==> src/rtl/iram_port_arb.sv <==
// Three-way arbiter for the single-port instruction RAM: debug loader (m0), load/store (m1), fetch (m2).
// Grants one access per cycle, returns 1-cycle read data to its owner, guards fetch against starvation.
module iram_port_arb #(
   parameter int AW         = 15,
   parameter int DW         = 32,
   parameter int STARVE_LIM = 4
) (
   input  logic              clk,
   input  logic              rst_n,
   input  logic              m0_req,
   input  logic [AW-1:0]     m0_addr,
   input  logic [DW/8-1:0]   m0_we,
   input  logic [DW-1:0]     m0_wdata,
   output logic              m0_gnt,
   output logic              m0_rvalid,
   output logic [DW-1:0]     m0_rdata,
   input  logic              m0_lock,
   input  logic              m1_req,
   input  logic [AW-1:0]     m1_addr,
   input  logic [DW/8-1:0]   m1_we,
   input  logic [DW-1:0]     m1_wdata,
   output logic              m1_gnt,
   output logic              m1_rvalid,
   output logic [DW-1:0]     m1_rdata,
   input  logic              m2_req,
   input  logic [AW-1:0]     m2_addr,
   input  logic [DW/8-1:0]   m2_we,
   input  logic [DW-1:0]     m2_wdata,
   output logic              m2_gnt,
   output logic              m2_rvalid,
   output logic [DW-1:0]     m2_rdata,
   output logic              lock_active,
   output logic              ram_en,
   output logic [DW/8-1:0]   ram_we,
   output logic [AW-1:0]     ram_addr,
   output logic [DW-1:0]     ram_wdata,
   input  logic [DW-1:0]     ram_rdata
);

   localparam int SW = $clog2(STARVE_LIM + 1);
   localparam logic [SW-1:0] LIM = SW'(STARVE_LIM);

   typedef enum logic {ARB, LOCK} state_t;

   state_t            r_state;
   state_t            w_stateNext;
   logic [SW-1:0]     r_starveCnt;
   logic [2:0]        r_rvalid;
   logic [2:0]        w_gnt;
   logic [DW/8-1:0]   w_we;
   logic              w_starved;
   logic              w_isRead;

   assign w_starved = (r_starveCnt == LIM);

   // LOCK hands the RAM to m0 alone; otherwise m0 first, then m1/m2 swapped once fetch is starved.
   always_comb begin
      w_gnt = '0;
      if (rst_n) begin
         if (r_state == LOCK) begin
            w_gnt[0] = m0_req;
         end else if (m0_req) begin
            w_gnt[0] = 1'b1;
         end else if (w_starved) begin
            if (m2_req)      w_gnt[2] = 1'b1;
            else if (m1_req) w_gnt[1] = 1'b1;
         end else begin
            if (m1_req)      w_gnt[1] = 1'b1;
            else if (m2_req) w_gnt[2] = 1'b1;
         end
      end
   end

   always_comb begin
      ram_addr  = m2_addr;
      ram_wdata = m2_wdata;
      w_we      = m2_we;
      if (w_gnt[0]) begin
         ram_addr  = m0_addr;
         ram_wdata = m0_wdata;
         w_we      = m0_we;
      end else if (w_gnt[1]) begin
         ram_addr  = m1_addr;
         ram_wdata = m1_wdata;
         w_we      = m1_we;
      end
      ram_en   = |w_gnt;
      ram_we   = ram_en ? w_we : '0;
      w_isRead = (w_we == '0);
   end

   always_comb begin
      w_stateNext = r_state;
      case (r_state)
         ARB:     if (w_gnt[0] && m0_lock) w_stateNext = LOCK;
         LOCK:    if (!m0_lock)            w_stateNext = ARB;
         default: w_stateNext = ARB;
      endcase
   end

   // The one-hot r_rvalid doubles as the read-owner record for the returning word.
   always_ff @(posedge clk) begin
      if (!rst_n) begin
         r_state     <= ARB;
         r_starveCnt <= '0;
         r_rvalid    <= '0;
      end else begin
         r_state  <= w_stateNext;
         r_rvalid <= w_gnt & {3{w_isRead}};
         if (r_state == ARB) begin
            if (m2_req && !w_gnt[2]) begin
               if (r_starveCnt != LIM) r_starveCnt <= r_starveCnt + 1'b1;
            end else begin
               r_starveCnt <= '0;
            end
         end
      end
   end

   assign m0_gnt      = w_gnt[0];
   assign m1_gnt      = w_gnt[1];
   assign m2_gnt      = w_gnt[2];
   assign m0_rvalid   = r_rvalid[0] & rst_n;
   assign m1_rvalid   = r_rvalid[1] & rst_n;
   assign m2_rvalid   = r_rvalid[2] & rst_n;
   assign m0_rdata    = ram_rdata;
   assign m1_rdata    = ram_rdata;
   assign m2_rdata    = ram_rdata;
   assign lock_active = (r_state == LOCK);

endmodule
==> config.mk <==
export PLATFORM = sky130hd
export DESIGN_NAME = iram_port_arb
export DESIGN_NICKNAME = d
export VERILOG_FILES = /design/src/rtl/iram_port_arb.sv
export SDC_FILE = /design/constraint.sdc
export NUM_CORES = 1
export LEC_CHECK = 0
export CAP_MARGIN = 20
export CORE_AREA = 2 2 135 137
export DETAILED_ROUTE_END_ITERATION = 7
export DIE_AREA = 0 0 137 139
export HOLD_SLACK_MARGIN = 0.03
export SYNTH_ARGS = -nofsm -noshare
export SYNTH_HDL_FRONTEND = slang
export SYNTH_SLANG_ARGS = --single-unit
export TNS_END_PERCENT = 1
==> constraint.sdc <==
create_clock -name clk -period 4.4 [get_ports clk]
set_input_delay 0.88 -clock clk [delete_from_list [all_inputs] [get_ports clk]]
set_output_delay 0.88 -clock clk [all_outputs]
set_load 0.005 [all_outputs]
==> metrics.md <==
| Metric | Value |
|---|---|
| Most frequent standard cell in the layout excluding fill and tap cells | `clkdlybuf4s50_1` |
| Buffer and inverter count on the worst path | `4` |
| Simple-gate portion of the synthesized area | `33.9%` |
| Deepest level of the CTS H-tree | `1` |
| Clk_skew | `0.000246 ns` |
| Deepest clock path buffer count | `2` |
| Max capacitance violation total | `0` |
| Setup repair after global routing missed its margin | `no` |
| Clock-pin slew reported for the worst setup and hold paths after clock tree synthesis | `0.03 ns` |
| Floorplan die area | `19000 um^2` |
| Combinational family with the most area after synthesis | `buffers and inverters` |
| Worst Setup Path Type | `in -> out` |
| Path category of the worst min-delay check | `reg -> reg` |
| Required time at the worst-slack endpoint | `3.52 ns` |
| Leakage power figure | `0.00153 uW` |
| Slew Limit Fails | `0` |
| Die Y | `139 um` |
| Result of the run | `finished, final reports clean` |
| Synth area leader | `buf_4` |
| Clock tree root driver cell | `clkbuf_16` |
| Most common cell on crit path | `clkdlybuf4s50_1` |
| Via density per instance | `3.75` |
| Average size of a mapped cell | `5.82 um^2` |
| Final estimated routing congestion in global placement | `0.724` |
| Number of gates resized after CTS | `0` |
| Violation count after the first detailed-route iteration | `86` |
| Ranking of synthesized cells by area | `buf_4 34%, nand2_1 18%, a31oi_1 14%` |
| Initial DRT Pass Iterations | `4` |
| Max Clock Freq | `246 MHz` |
| Number of flip-flops and latches in the synthesized netlist | `7` |
| Worst-skew pair later-pin latency | `0.22 ns` |
| Remaining global-route overflow | `0` |
| Origin of the worst min-delay path | `r_starveCnt[0]` |
| TritonCTS clock tree | `done` |
| Post-route setup TNS | `0 ns` |
| GRT Util Overall | `8.94%` |
| Nets | `673` |
| Multiplexer share of the synthesized area | `0%` |
| Detail Placement HPWL | `7500 um` |
| Crit path largest cell delay | `0.55 ns` |
| Total number of placement rows | `49` |
| Vias post-DR | `2657` |
| Number of warnings issued by yosys | `0` |
| Chip Width | `137 um` |
| Worst slack at placement | `0.247 ns` |
| PortBufs | `217` |
| Drt wl/cell | `12.8 um` |
| Number of fillers in the final layout | `1989` |
| Gate family responsible for the most delay along the worst path | `buffers and inverters` |
| Number of buffers created by CTS | `3` |
| Synth-to-layout area growth | `84.3%` |
| Detailed Route WL | `9070 um` |
| Startpoint of the most critical setup path | `m0_req` |
| Power density over cell area | `145 nW/um^2` |
| Nature of the critical path startpoint | `input port` |
| Hold violation total from the final report | `0` |
| Sequential area share after synthesis | `6.54%` |
| Number of top-level pins | `346` |
| Vias in the first global route | `2726` |
| Number of antenna violations at the first check in global routing | `0` |
| Wire length of the first global-routing pass | `13800 um` |
| Chain of cells forming the critical path | `clkdlybuf4s50_1 > and4bb_4 > nand2_4 > inv_4 > buf_12 > nand2_1 > a31oi_1 > clkdlybuf4s50_1` |
| Setup slack after layout | `0.340 ns` |
| Arithmetic-cell share of the synthesized area counting full adders, half adders and majority gates | `1.17%` |
| Commonest cells after routing, fill and taps aside | `217 x clkdlybuf4s50_1, 103 x nand2_1, 55 x nor2_1` |
| Post-Synthesis Cell Area | `2140 um^2` |
| Cell with the biggest individual delay on the critical path | `clkdlybuf4s50_1` |
| Worst relative slew slack | `62.9%` |
| Core Footprint | `17700 um^2` |
| Worst slew pin tran | `0.551 ns` |
| Num Clock Sinks | `7` |
| Hold_buf cts | `0` |
| Final min period | `4.06 ns` |
| Share of the synthesized area in the top cell type | `34.0%` |
| Final total power | `571 uW` |
| Post-CTS Setup Inserts | `0` |
| Cell count after synthesis | `368` |
| Post-synthesis compound-gate area fraction | `17.9%` |
| Critical Path Fanout Max | `24` |
| Number of setup violations in the final report | `0` |
| Antenna Violating Nets Remaining | `0` |
| Share of cells above drive strength 1 | `3.13%` |
| DRC violations left | `0` |
| Data arrival time at the worst-slack endpoint | `3.18 ns` |
| Largest net degree at the start of global routing | `48` |
| Peak VDD IR | `0.000133 V` |
| Synthesized net count | `561` |
| Post-route fraction of the period consumed by the critical path | `92.3%` |
| Count of distinct cell types in the synthesized netlist | `30` |
| Effective utilization at floorplan | `12.1%` |
| Xor-xnor portion of the synthesized cell area | `0.818%` |
| Diodes inserted | `0` |
| Start of the worst register-to-register path | `r_starveCnt[0]` |
| Kind of capture point of the worst setup path | `output pin` |
[cell usage after synthesis, drive strengths merged]
cell and number:
buf 109, nand2 105, nor2 55, a31oi 47, clkbuf 8, dfxtp 7
and2 6, inv 5, nand3 5, o211a 3, and4bb 2, ha 2
nor2b 2, o211ai 2, o21ai 2, a21boi 1, a21oi 1, a41oi 1
nand2b 1, nor4b 1, o21a 1, xnor2 1, xor2 1
[final timing paths]
kind              slack [ns]  cells after the start              to
setup / recovery        0.34                      8    ram_wdata[3]
setup reg to reg        2.31                      9     r_rvalid[2]
hold / removal          0.55                      2  r_starveCnt[0]
hold reg to reg         0.55                      2  r_starveCnt[0]
[registers in the layout, summed over array words and instances (netlist names)]
signal       cells
r_starveCnt      3
r_rvalid         3
lock_active      1
[metal layers]
metal  vias to the layer above  share of wire [%]  GRT usage, %  wire length (um)
li1                       1331                  -             -                 -
met1                      1108                 37          9.98              3400
met2                       181                 48          15.8              4340
met3                        37                 11          2.23               956
met4                         0                4.1          3.85               375
met5                         -                  0             0                 0
[cell families after synthesis]
| family | count (synthesis) |
|---|---|
| AND/OR/NAND/NOR | 177 |
| buffers and inverters | 122 |
| AO/OA/AOI/OAI | 58 |
| flip-flops | 7 |
| XOR/XNOR | 2 |
| adder cells (fa/ha/maj) | 2 |
[layout make-up]
cell class | instances | area, um^2 | share of cell area [%]
sequential | 7 | 140 | 3.55
inverter | 5 | 21.3 | 0.539
clock buffer | 4 | 78.8 | 2.00
timing repair buffer | 224 | 2260 | 57.3
tap | 229 | 287 | 7.26
multi-input combinational | 239 | 1160 | 29.4
[worst min-delay path, cell delays in order, from the launching register on]
cell	delay, ns
dfxtp_1	0.36
xnor2_1	0.09
nor2_1	0.07
[metrics by stage]
step	cells	hold WS [ns]	instance area [um^2]	utilization, %
6_report	708	0.555	3950	22.4
5_1_grt	708	0.595	3950	22.4
4_1_cts	708	0.561	3950	22.4
3_5_place_dp	704	0.553	3870	21.9
3_3_place_gp	704	0.537	3870	21.9
2_1_floorplan	368	0.512	2140	-
[power breakdown]
part	switching, uW	leakage, uW	internal [uW]
Clock	30.3	0.0000382	120
Sequential	1.80	0.0000569	65.8
Combinational	112	0.00143	241
Total	144	0.00153	427
(Power assumes the default switching activity.)
